[config.mk]
export PLATFORM = sky130hd
export DESIGN_NAME = flag_branch_unit_flat
export DESIGN_NICKNAME = d
export VERILOG_FILES = /design/src/rtl/flag_branch_unit_pkg.sv /design/src/rtl/flag_branch_unit_if.sv /design/src/rtl/flag_branch_unit_branch_cond_eval.sv /design/src/rtl/flag_branch_unit.sv /design/src/flat_wrapper.sv
export SDC_FILE = /design/constraint.sdc
export NUM_CORES = 1
export LEC_CHECK = 0
export BUFFER_PORTS_ARGS = -buffer_cell sky130_fd_sc_hd__buf_2
export CORE_ASPECT_RATIO = 0.75
export CORE_MARGIN = 3
export CORE_UTILIZATION = 42
export DETAILED_ROUTE_END_ITERATION = 7
export PLACE_DENSITY_LB_ADDON = 0.12
export SYNTH_ARGS = -nofsm -noshare
export SYNTH_HDL_FRONTEND = slang
export SYNTH_SLANG_ARGS = --single-unit
[constraint.sdc]
create_clock -name clk -period 2.5 [get_ports clk]
set_input_delay 0.5 -clock clk [delete_from_list [all_inputs] [get_ports clk]]
set_output_delay 0.5 -clock clk [all_outputs]
set_load 0.05 [all_outputs]
[src/rtl/flag_branch_unit_pkg.sv]
// Shared definitions for the flag/branch unit: condition codes, flag bit positions
// and FSM state encoding.
package flag_branch_unit_pkg;

    localparam logic [2:0] COND_NEQ    = 3'b000;
    localparam logic [2:0] COND_EQ     = 3'b001;
    localparam logic [2:0] COND_GT     = 3'b010;
    localparam logic [2:0] COND_LT     = 3'b011;
    localparam logic [2:0] COND_GTE    = 3'b100;
    localparam logic [2:0] COND_LTE    = 3'b101;
    localparam logic [2:0] COND_OVFL   = 3'b110;
    localparam logic [2:0] COND_UNCOND = 3'b111;

    localparam int unsigned FLG_Z = 2;
    localparam int unsigned FLG_N = 1;
    localparam int unsigned FLG_V = 0;

    localparam int unsigned CntW = 3;

    typedef enum logic [1:0] {
        StIdle,
        StRedirect,
        StSquash
    } state_e;

endpackage

[src/rtl/flag_branch_unit_if.sv]
// Adder-side and branch-side signals of the flag/branch unit, plus its registered outputs.
interface flag_branch_unit_if #(
    parameter int unsigned DW = 16
);
    logic          alu_valid;
    logic [DW-1:0] alu_out;
    logic          zr;
    logic          neg;
    logic          ov;
    logic [2:0]    flag_we;
    logic          br_valid;
    logic [2:0]    br_cond;
    logic [DW-1:0] br_target;

    logic [2:0]    flags_q;
    logic [DW-1:0] result_q;
    logic          result_valid;
    logic          br_taken;
    logic [DW-1:0] br_pc;
    logic          squash;

    modport master (
        output alu_valid, alu_out, zr, neg, ov, flag_we, br_valid, br_cond, br_target,
        input  flags_q, result_q, result_valid, br_taken, br_pc, squash
    );

    modport slave (
        input  alu_valid, alu_out, zr, neg, ov, flag_we, br_valid, br_cond, br_target,
        output flags_q, result_q, result_valid, br_taken, br_pc, squash
    );
endinterface

[src/rtl/flag_branch_unit_branch_cond_eval.sv]
// Combinational branch condition resolution from {Z,N,V} flags and a condition code.
module branch_cond_eval
    import flag_branch_unit_pkg::*;
(
    input  logic [2:0] flags_i,
    input  logic [2:0] cond_i,
    output logic       taken_o
);
    logic z, n, v;

    assign z = flags_i[FLG_Z];
    assign n = flags_i[FLG_N];
    assign v = flags_i[FLG_V];

    always_comb begin
        taken_o = 1'b0;
        unique case (cond_i)
            COND_NEQ:    taken_o = !z;
            COND_EQ:     taken_o = z;
            COND_GT:     taken_o = !z && !n;
            COND_LT:     taken_o = n;
            COND_GTE:    taken_o = z || !n;
            COND_LTE:    taken_o = z || n;
            COND_OVFL:   taken_o = v;
            COND_UNCOND: taken_o = 1'b1;
            default:     taken_o = 1'b0;
        endcase
    end
endmodule

[src/rtl/flag_branch_unit.sv]
// Execute-stage flag register, result pipeline register and branch redirect/squash FSM
// downstream of the saturating adder.
module flag_branch_unit
    import flag_branch_unit_pkg::*;
#(
    parameter int unsigned DW         = 16,
    parameter int unsigned SQUASH_CYC = 2
) (
    input  logic               clk,
    input  logic               rst_n,
    input  logic               stall_i,
    input  logic               flush_i,
    flag_branch_unit_if.slave  bus
);
    state_e          state_q;
    logic [CntW-1:0] cnt_q;
    logic [2:0]      flags_q, flags_d, flag_in, flag_wr;
    logic [DW-1:0]   result_q, br_pc_q;
    logic            result_valid_q, br_taken_q, squash_q;
    logic            accept, alu_acc, cond_taken;

    assign accept  = (state_q != StSquash);
    assign alu_acc = bus.alu_valid && accept;

    always_comb begin
        flag_in        = '0;
        flag_in[FLG_Z] = bus.zr;
        flag_in[FLG_N] = bus.neg;
        flag_in[FLG_V] = bus.ov;
    end

    // Next flags double as the bypass: an ALU op in the same cycle is older than the branch.
    assign flag_wr = (bus.flag_we & flag_in) | (~bus.flag_we & flags_q);
    assign flags_d = alu_acc ? flag_wr : flags_q;

    branch_cond_eval u_cond_eval (
        .flags_i (flags_d),
        .cond_i  (bus.br_cond),
        .taken_o (cond_taken)
    );

    always_ff @(posedge clk or negedge rst_n) begin
        if (!rst_n) begin
            state_q        <= StIdle;
            cnt_q          <= '0;
            flags_q        <= '0;
            result_q       <= '0;
            result_valid_q <= 1'b0;
            br_taken_q     <= 1'b0;
            br_pc_q        <= '0;
            squash_q       <= 1'b0;
        end else if (flush_i) begin
            state_q        <= StIdle;
            cnt_q          <= '0;
            result_valid_q <= 1'b0;
            br_taken_q     <= 1'b0;
            squash_q       <= 1'b0;
        end else if (!stall_i) begin
            flags_q <= flags_d;
            if (accept) begin
                result_q       <= bus.alu_out;
                result_valid_q <= bus.alu_valid;
            end else begin
                result_valid_q <= 1'b0;
            end

            unique case (state_q)
                StIdle: begin
                    if (bus.br_valid && cond_taken) begin
                        br_taken_q <= 1'b1;
                        br_pc_q    <= bus.br_target;
                        state_q    <= StRedirect;
                    end else begin
                        br_taken_q <= 1'b0;
                    end
                end
                StRedirect: begin
                    br_taken_q <= 1'b0;
                    squash_q   <= 1'b1;
                    cnt_q      <= CntW'(SQUASH_CYC - 1);
                    state_q    <= StSquash;
                end
                StSquash: begin
                    // Counter is preloaded with SQUASH_CYC-1, so exit happens on the zero cycle.
                    if (cnt_q == '0) begin
                        squash_q <= 1'b0;
                        state_q  <= StIdle;
                    end else begin
                        cnt_q <= cnt_q - 1'b1;
                    end
                end
                default: state_q <= StIdle;
            endcase
        end
    end

    assign bus.flags_q      = flags_q;
    assign bus.result_q     = result_q;
    assign bus.result_valid = result_valid_q;
    assign bus.br_taken     = br_taken_q;
    assign bus.br_pc        = br_pc_q;
    assign bus.squash       = squash_q;

endmodule

[src/flat_wrapper.sv]
// flat-port wrapper written by rule: the top's interface ports become plain ports
module flag_branch_unit_flat import flag_branch_unit_pkg::*;
#(
    parameter int unsigned DW         = 16,
    parameter int unsigned SQUASH_CYC = 2
)
  (clk, rst_n, stall_i, flush_i, bus_alu_valid, bus_alu_out, bus_zr, bus_neg, bus_ov, bus_flag_we, bus_br_valid, bus_br_cond, bus_br_target, bus_flags_q, bus_result_q, bus_result_valid, bus_br_taken, bus_br_pc, bus_squash);
  flag_branch_unit_if #(.DW(DW)) bus_i ();
  input  logic clk;
  input  logic rst_n;
  input  logic stall_i;
  input  logic flush_i;
  input wire logic [$bits(bus_i.alu_valid)-1:0] bus_alu_valid;
  input wire logic [$bits(bus_i.alu_out)-1:0] bus_alu_out;
  input wire logic [$bits(bus_i.zr)-1:0] bus_zr;
  input wire logic [$bits(bus_i.neg)-1:0] bus_neg;
  input wire logic [$bits(bus_i.ov)-1:0] bus_ov;
  input wire logic [$bits(bus_i.flag_we)-1:0] bus_flag_we;
  input wire logic [$bits(bus_i.br_valid)-1:0] bus_br_valid;
  input wire logic [$bits(bus_i.br_cond)-1:0] bus_br_cond;
  input wire logic [$bits(bus_i.br_target)-1:0] bus_br_target;
  output wire logic [$bits(bus_i.flags_q)-1:0] bus_flags_q;
  output wire logic [$bits(bus_i.result_q)-1:0] bus_result_q;
  output wire logic [$bits(bus_i.result_valid)-1:0] bus_result_valid;
  output wire logic [$bits(bus_i.br_taken)-1:0] bus_br_taken;
  output wire logic [$bits(bus_i.br_pc)-1:0] bus_br_pc;
  output wire logic [$bits(bus_i.squash)-1:0] bus_squash;
  assign bus_i.alu_valid = bus_alu_valid;
  assign bus_i.alu_out = bus_alu_out;
  assign bus_i.zr = bus_zr;
  assign bus_i.neg = bus_neg;
  assign bus_i.ov = bus_ov;
  assign bus_i.flag_we = bus_flag_we;
  assign bus_i.br_valid = bus_br_valid;
  assign bus_i.br_cond = bus_br_cond;
  assign bus_i.br_target = bus_br_target;
  assign bus_flags_q = bus_i.flags_q;
  assign bus_result_q = bus_i.result_q;
  assign bus_result_valid = bus_i.result_valid;
  assign bus_br_taken = bus_i.br_taken;
  assign bus_br_pc = bus_i.br_pc;
  assign bus_squash = bus_i.squash;
  flag_branch_unit #(.DW(DW), .SQUASH_CYC(SQUASH_CYC)) u_core (.clk(clk), .rst_n(rst_n), .stall_i(stall_i), .flush_i(flush_i), .bus(bus_i));
endmodule
==> results of run 1 <==
-- metrics by stage --
step           std cells  hold slack [ns]
6_report             294            0.151
5_1_grt              294            0.169
4_1_cts              294            0.163
3_5_place_dp         286            0.485
3_3_place_gp         286            0.475
2_1_floorplan        150            0.204
-- logic make-up (layout without fill, tap and decap cells) --
logic type,Yosys count,after routing
DFF,43,43
and+or+nand+nor,35,35
muxes,33,33
AOI/OAI and AO/OA,25,25
buffers and inverters,11,100
adders and majority gates,2,2
xor gates and xnor gates,1,1
-- cell type report --
cell class	instances	area, um2	area share [%]
sequential	43	1080	42.9
multi-input combinational	96	802	32.0
timing repair buffer	88	463	18.4
clock buffer	6	72.6	2.89
tap	55	68.8	2.74
inverter	4	15.0	0.598
clock inverter	2	12.5	0.499
-- metal layers --
metal  track usage, %  wire [um]  share of wire (%)
met1             19.9       1780                 45
met2             23.0       1770                 45
met3             5.72        337                8.5
met4             6.92         78                2.0
met5                0          0                  0
-- sequential cells by signal (all words and copies together) (netlist names) --
register                 cells
u_core.bus.br_pc            16
u_core.bus.result_q         16
u_core.bus.flags_q           3
u_core.cnt_q                 3
u_core.state_q               2
u_core.bus.br_taken          1
u_core.bus.result_valid      1
u_core.bus.squash            1
-- power by group --
part	switching (mW)	internal (mW)
Clock	0.229	0.195
Sequential	0.0796	0.847
Combinational	0.704	0.289
Total	1.01	1.33
-- final timing paths --
kind / from / endpoint / slack (ns) / cells past startpoint
worst max-delay path: u_core.state_q[0] / u_core.bus.br_pc[15] / 0.20 / 7
min in group clk: bus_br_target[14] / u_core.bus.br_pc[14] / 0.41 / 2
worst min register to register: u_core.bus.br_pc[14] / u_core.bus.br_pc[14] / 0.50 / 1
worst min-delay path: rst_n / u_core.bus.br_pc[14] / 0.15 / 1
max in group asynchronous: rst_n / u_core.cnt_q[2] / 1.81 / 2
worst max register to register: u_core.state_q[0] / u_core.bus.br_pc[15] / 0.20 / 7
-- cells in the final DEF (no fill, tap or decap), drive strengths merged, types with 2 or more instances in the layout --
cell type	netlist	layout
a31oi	2	2
dfrtp	43	43
nand2b	5	5
nand2	12	12
inv	4	4
nand4	3	3
a21oi	6	6
clkbuf	4	6
ha	2	2
o21ai	8	8
nor2	7	7
buf	3	88
o21a	2	2
nor4	2	2
mux2	33	33
==> impl_metrics.json, run 1 <==
{
  "synth_area_per_cell_um2": 12.9,
  "synth.most_common_cell": "dfrtp_1",
  "finalSetupTns_ns": 0,
  "grt_max_degree": 22,
  "area.growth.synth_to_final_pct": 29.3,
  "slew_headroom_pct": 68.8,
  "ys_warn_count": 0,
  "synth-main-ff-cell": "dfrtp_1",
  "cts_resized": 0,
  "io_pins": 85,
  "max-cap-violations": 0,
  "ys_ff_latch": 43,
  "critPathLaunchType": "flip-flop",
  "dp_hpwl_mm": 3.01,
  "place_ws_ns": 0.235,
  "syn-num-nets": 199,
  "drtIter0Drc": 73,
  "power.static_leakage_nw": 1.25,
  "synth_top_area_share_pct": 55.4,
  "numCtsBuffers": 5,
  "ys_seq_area_share_pct": 55.4,
  "grt_pass1_vias": 1419,
  "arrival_ns": 2.48,
  "insertion_delay_ns": 0.29,
  "drt_wl_total_mm": 3.96,
  "fmax_mhz": 436,
  "utilization_pct": 59.0,
  "status": "finished, final reports clean",
  "die_w_um": 84.5,
  "yosys-top-cells-count": "dfrtp_1, mux2_2, nand2_1",
  "nets": 287,
  "skew_ns": 0.00488,
  "synth-simple-area-share_pct": 9.86,
  "clock_path_buffers": 2,
  "cp-end-kind": "flip-flop",
  "placed_cell_area_um2": 2420,
  "min_period_over_period_pct": 91.8,
  "synthAdderAreaFrac_pct": 1.29,
  "muxShareOfSynthArea_pct": 20.7,
  "drc": 0,
  "routedWlPerCell_um": 13.5,
  "crit_family": "compound AO/OA/AOI/OAI gates",
  "finalCriticalPeriod_ns": 2.30,
  "synthXorXnorAreaFrac_pct": 0.451,
  "cts.clk_slew.worst_paths_ns": 0.08,
  "critPathMaxStageDelay_ns": 0.47,
  "yosys.area.top_type": "dfrtp_1",
  "stdcell_area_um2": 2510,
  "first_pass_iters": 4,
  "required_ns": 2.68,
  "drive_gt1_share_pct": 54.4,
  "ir_drop_mv": 0.593,
  "htree_num_levels": 2,
  "die_area_um2": 5480,
  "cp_num_buf_inv": 1,
  "initial_utilization_pct": 45.6,
  "rsz0062_at_grt": "false",
  "synthTopCellsByArea": "dfrtp_1, mux2_2, mux2_4",
  "critical_path.max_fanout": 18,
  "async_reset_ff_share_pct": 100,
  "pwr_density_cell_nw_per_um2": 934,
  "grt_first_pass_wirelength_mm": 6.67,
  "total_power_mw": 2.34,
  "slew_violations": 0,
  "diodes": 0,
  "root_buffer": "clkbuf_8",
  "fin_ws_ns": 0.204,
  "core_area_um2": 4250,
  "worstSetupPathType": "flip-flop to flip-flop",
  "synth_compound_area_share_pct": 9.02,
  "crit_chain": "and2b_1 -> o21ai_1 -> a2111oi_2 -> nor4_2 -> o21ai_4 -> buf_12 -> mux2_2",
  "syn_inst": 150,
  "portBuffers": 84,
  "hold_viol_final": 0,
  "final_antenna_net_count": 0,
  "synth_top_family_by_area": "multiplexers",
  "place_congestion": 0.773,
  "synthDistinctLibCells": 37,
  "rows": 20,
  "die_h_um": 64.9,
  "track_usage_pct": 15.4,
  "max_slew.worst_pin.slew_ns": 0.464,
  "vias": 1439,
  "synth_area_um2": 1940,
  "cts.sinks": 43,
  "cts_tree": "yes",
  "fill_cells": 386,
  "post_cts_buffers": 0,
  "hold_path_class": "primary input to asynchronous set/reset pin",
  "viasPerCell": 4.89,
  "setup_viol": 0,
  "gr-total-overflow": 0,
  "synth-edff-count": 0,
  "antenna_found_initial": 0,
  "cp_slowest_cell": "dfrtp_1",
  "hold_buffers": 0
}
No activity file was read; power rests on OpenSTA's default activity.
==> run 2, diff against run 1 <==
- CELL_PAD_IN_SITES_DETAIL_PLACEMENT: default -> 2
- CELL_PAD_IN_SITES_GLOBAL_PLACEMENT: default -> 2
- CORE_UTILIZATION: 42 -> 26
==> run 2 against run 1 <==
Effect of this change:
- via count up 4.0%
- sequential cell count stayed put
- clock-buffer cell count is 1 higher
- non-clock buffer count grew 1
- combinational power about the same
- core utilization down 22 points
- worst hold slack lost 0.053 ns
- global-route usage is 2.9 points lower
- cell area grew 2.3%
- critical path type unchanged
- critical endpoint is now u_core.bus.br_pc[5]
==> impl_metrics.json, run 2 (synthesis results as in run 1) <==
{
  "critical_path.max_fanout": 18,
  "timing.hold.ws_ns": 0.0973,
  "track_usage_pct": 12.5,
  "vias": 1497,
  "drt_wl_total_mm": 5.16,
  "nets": 288,
  "dp_hpwl_mm": 4.04,
  "utilization_pct": 36.5,
  "die_area_um2": 8550,
  "grt_max_degree": 21,
  "clock_path_buffers": 2,
  "die_w_um": 106,
  "critPathLaunchType": "flip-flop",
  "drtIter0Drc": 27,
  "hold_buffers": 0,
  "required_ns": 2.67,
  "die_h_um": 80.8,
  "finalCriticalPeriod_ns": 2.29,
  "drc": 0,
  "slew_headroom_pct": 68.3,
  "root_buffer": "clkbuf_8",
  "post_cts_buffers": 0,
  "pwr_density_cell_nw_per_um2": 928,
  "ir_drop_mv": 0.429,
  "p_sw_mw": 1.05,
  "numCtsBuffers": 5,
  "crit_start": "u_core.state_q[1]",
  "p_clk_share_pct": 18.4,
  "pwr-share-seq_pct": 39.0,
  "io_pins": 85,
  "setup_viol": 0,
  "final_antenna_net_count": 0,
  "grt_first_pass_wirelength_mm": 8.49,
  "portBuffers": 84,
  "p_int_mw": 1.33,
  "first_pass_iters": 4,
  "status": "finished, final reports clean",
  "worstSetupPathType": "flip-flop to flip-flop",
  "routedWlPerCell_um": 15.3,
  "swShare_pct": 44.0,
  "finalSetupTns_ns": 0,
  "arrival_ns": 2.46,
  "cts.clk_slew.worst_paths_ns": 0.09,
  "cp-end-kind": "flip-flop",
  "fmax_mhz": 437,
  "viasPerCell": 4.43,
  "place_congestion": 0.711,
  "cts_resized": 0,
  "hold_viol_final": 0,
  "fin_ws_ns": 0.212,
  "htree_num_levels": 2,
  "skew_ns": 0.00844,
  "area.growth.synth_to_final_pct": 32.2,
  "final_cell_mix": "buf_2, dfrtp_1, mux2_2",
  "placed_cell_area_um2": 2490,
  "rsz0062_at_grt": "false",
  "hold_path_class": "primary input to asynchronous set/reset pin",
  "antenna_found_initial": 0,
  "drive_gt1_share_pct": 54.2,
  "r2r_start": "u_core.state_q[1]",
  "min_period_over_period_pct": 91.5,
  "max-cap-violations": 0,
  "slew_violations": 0,
  "max_slew.worst_pin.slew_ns": 0.471,
  "gr-total-overflow": 0,
  "core_area_um2": 7030,
  "place_ws_ns": 0.199,
  "power.static_leakage_nw": 1.26,
  "stdcell_area_um2": 2570,
  "cts_tree": "yes",
  "diodes": 0,
  "grt_pass1_vias": 1615,
  "insertion_delay_ns": 0.29,
  "final_common_cell": "buf_2",
  "initial_utilization_pct": 27.6,
  "rows": 26,
  "power_frac_comb_pct": 42.6,
  "cts.sinks": 43
}
==> run 2: changes by cell type in the layout (fill, tap and decap cells not counted) <==
cell        change
clkinvlp_4      -1
clkbuf_1        +1
buf_4           +1
==> run 2: worst paths after layout <==
kind / end / slack (ns) / cells past startpoint
min in group clk: u_core.bus.br_pc[2] / 0.43 / 2
max in group asynchronous: u_core.bus.br_pc[1] / 1.81 / 2
setup / recovery: u_core.bus.br_pc[5] / 0.21 / 7
hold / removal: u_core.bus.result_q[13] / 0.1 / 1
hold reg to reg: u_core.bus.br_pc[14] / 0.50 / 1
setup reg to reg: u_core.bus.br_pc[5] / 0.21 / 7
==> run 2: through the flow <==
stage / std cells / power [mW]
floorplan: 150 / 1.69
global placement: 330 / 1.95
detailed placement: 330 / 1.97
CTS: 338 / 2.41
global route: 338 / 2.52
finish: 338 / 2.38
==> run 2: critical path: stages (launching register included) <==
cell,delay (ns)
dfrtp_1,0.46
and2b_1,0.25
o21ai_1,0.33
a2111oi_2,0.13
nor4_2,0.39
o21ai_4,0.11
buf_12,0.18
mux2_1,0.32
==> run 2: power groups by stage <==
| stage | Sequential, mW | Combinational, mW | Clock, mW |
|---|---|---|---|
| after global placement | 0.941 | 1.01 | 0 |
| after floorplan | 1.46 | 0.232 | 0 |
| after CTS | 0.933 | 1.03 | 0.450 |
| after global routing | 0.958 | 1.07 | 0.493 |
| after detailed placement | 0.939 | 1.03 | 0 |
| final | 0.930 | 1.01 | 0.438 |
==> run 2: metal layers <==
layer  global-route usage, %  part of all wire (%)
met4                    2.33                  0.37
met3                    5.16                   7.7
met1                    17.2                    48
met5                       0                     0
met2                    18.8                    44
==> run 2: final cells by class <==
type,count,area [um2]
well taps,98,123
flip-flops and latches,43,1080
clock buffers,7,76.3
inverters,4,15.0
clock inverters,1,5.00
repair buffers,89,470
multi-input cells,96,802
fillers,792,4460
==> run 3, diff against run 2 <==
==> constraint.sdc (replaced) <==
create_clock -name clk -period 2.5 [get_ports clk]
set_input_delay 0.5 -clock clk [delete_from_list [all_inputs] [get_ports clk]]
set_output_delay 0.5 -clock clk [all_outputs]
set_load 0.1 [all_outputs]
==> run 3 against run 2 <==
Effect of this change:
- cell area barely moved
- sequential cell count unchanged
- wire length rose by 0.80%
- sequential power about the same
- die area did not move
- critical path type unchanged
- critical endpoint unchanged
- largest cell class unchanged
- largest power group unchanged
==> impl_metrics.json, run 3 (synthesis results as in run 1) <==
{
  "final_common_cell": "buf_2",
  "place_ws_ns": 0.164,
  "worstSetupPathType": "flip-flop to flip-flop",
  "first_pass_iters": 4,
  "grt_first_pass_wirelength_mm": 8.40,
  "drive_gt1_share_pct": 54.8,
  "cts.sinks": 43,
  "required_ns": 2.68,
  "io_pins": 85,
  "cts.clk_slew.worst_paths_ns": 0.08,
  "hold_path_class": "primary input to asynchronous set/reset pin",
  "place_congestion": 0.706,
  "portBuffers": 84,
  "area.growth.synth_to_final_pct": 32.1,
  "finalSetupTns_ns": 0,
  "dp.cells": 329,
  "arrival_ns": 2.48,
  "critPathLaunchType": "flip-flop",
  "fill_cells": 798,
  "die_h_um": 80.8,
  "cp-end-kind": "flip-flop",
  "multi_input_area_um2": 802,
  "rows": 26,
  "rsz0062_at_grt": "false",
  "diodes": 0,
  "worst-path-stages": 7,
  "max-cap-violations": 0,
  "final_antenna_net_count": 0,
  "hold_viol_final": 0,
  "numCtsBuffers": 5,
  "post_cts_buffers": 0,
  "min_period_over_period_pct": 92.0,
  "pwr_density_cell_nw_per_um2": 1150,
  "stdcell_area_um2": 2560,
  "hold_buffers": 0,
  "crit_chain": "and2b_1 -> o21ai_1 -> a2111oi_2 -> nor4_2 -> o21ai_4 -> buf_12 -> mux2_1",
  "routedWlPerCell_um": 15.4,
  "crit_family": "simple AND/OR/NAND/NOR gates",
  "max_slew.worst_pin.slew_ns": 0.512,
  "clock_path_buffers": 2,
  "antenna_found_initial": 0,
  "root_buffer": "clkbuf_8",
  "nets": 287,
  "insertion_delay_ns": 0.29,
  "critPathMaxStageDelay_ns": 0.47,
  "drc": 0,
  "instances_no_fill": 337,
  "critical_path.max_fanout": 18,
  "status": "finished, final reports clean",
  "register_area_um2": 1080,
  "viasPerCell": 4.47,
  "placed_cell_area_um2": 2480,
  "slew_violations": 0,
  "slew_headroom_pct": 66.1,
  "fin_ws_ns": 0.200,
  "initial_utilization_pct": 27.6,
  "finalCriticalPeriod_ns": 2.30,
  "ir_drop_mv": 0.719,
  "rr_worst_depth": 7,
  "skew_ns": 0.00300,
  "gr-total-overflow": 0,
  "setup_viol": 0,
  "vias": 1508,
  "cp_num_buf_inv": 1,
  "power.static_leakage_nw": 1.25,
  "die_area_um2": 8550,
  "cts_resized": 0,
  "final_cell_mix": "buf_2, dfrtp_1, mux2_2",
  "htree_num_levels": 2,
  "core_area_um2": 7030,
  "drtIter0Drc": 22,
  "grt_pass1_vias": 1621,
  "dp_hpwl_mm": 4.01,
  "die_w_um": 106,
  "fmax_mhz": 435,
  "grt_max_degree": 28,
  "cts_tree": "yes",
  "cp_slowest_cell": "dfrtp_1",
  "drt_wl_total_mm": 5.20,
  "track_usage_pct": 12.6
}
[run 3: changes by cell type in the layout (fill, tap and decap cells not counted)]
cell	delta
clkbuf_1	-1
dfrtp_2	+1
clkinvlp_4	+1
dfrtp_1	-1
buf_4	-1
[run 3: through the flow]
step	hold WS (ns)	power (mW)	util (%)
finish	0.109	2.96	36.5
global route	0.132	3.09	36.5
CTS	0.109	3.00	36.5
detailed placement	0.447	2.54	35.3
global placement	0.443	2.53	35.3
floorplan	0.204	2.25	-
[run 3: area by class of cell]
class / instances / share of cell area [%]
Multi-Input combinational cell: 96 / 31.3
Sequential cell: 43 / 42.0
Clock inverter: 2 / 0.488
Timing Repair Buffer: 88 / 18.0
Tap cell: 98 / 4.78
Clock buffer: 6 / 2.83
Inverter: 4 / 0.585
[run 3: path summary, 6_finish.rpt]
kind                                      from                     end  slack (ns)
hold / removal                           rst_n  u_core.bus.result_q[0]        0.11
max in group asynchronous                rst_n     u_core.bus.br_pc[5]        1.70
setup / recovery             u_core.state_q[1]     u_core.bus.br_pc[5]        0.20
hold reg to reg            u_core.bus.br_pc[2]     u_core.bus.br_pc[2]        0.50
setup reg to reg             u_core.state_q[1]     u_core.bus.br_pc[5]        0.20
min in group clk              bus_br_target[2]     u_core.bus.br_pc[2]        0.41
[run 3: per-layer routing]
metal | global-route usage (%) | vias up | wire length [um]
met3 | 4.53 | 5 | 364
met4 | 3.75 | 0 | 53
met5 | 0 | - | 0
li1 | - | 702 | -
met1 | 16.9 | 753 | 2490
met2 | 19.0 | 48 | 2290
[run 3: power breakdown]
part | total [mW] | internal [mW] | switching (mW)
combinational | 1.59 | 0.287 | 1.30
clock | 0.442 | 0.196 | 0.247
sequential | 0.930 | 0.847 | 0.0823
total | 2.96 | 1.33 | 1.63
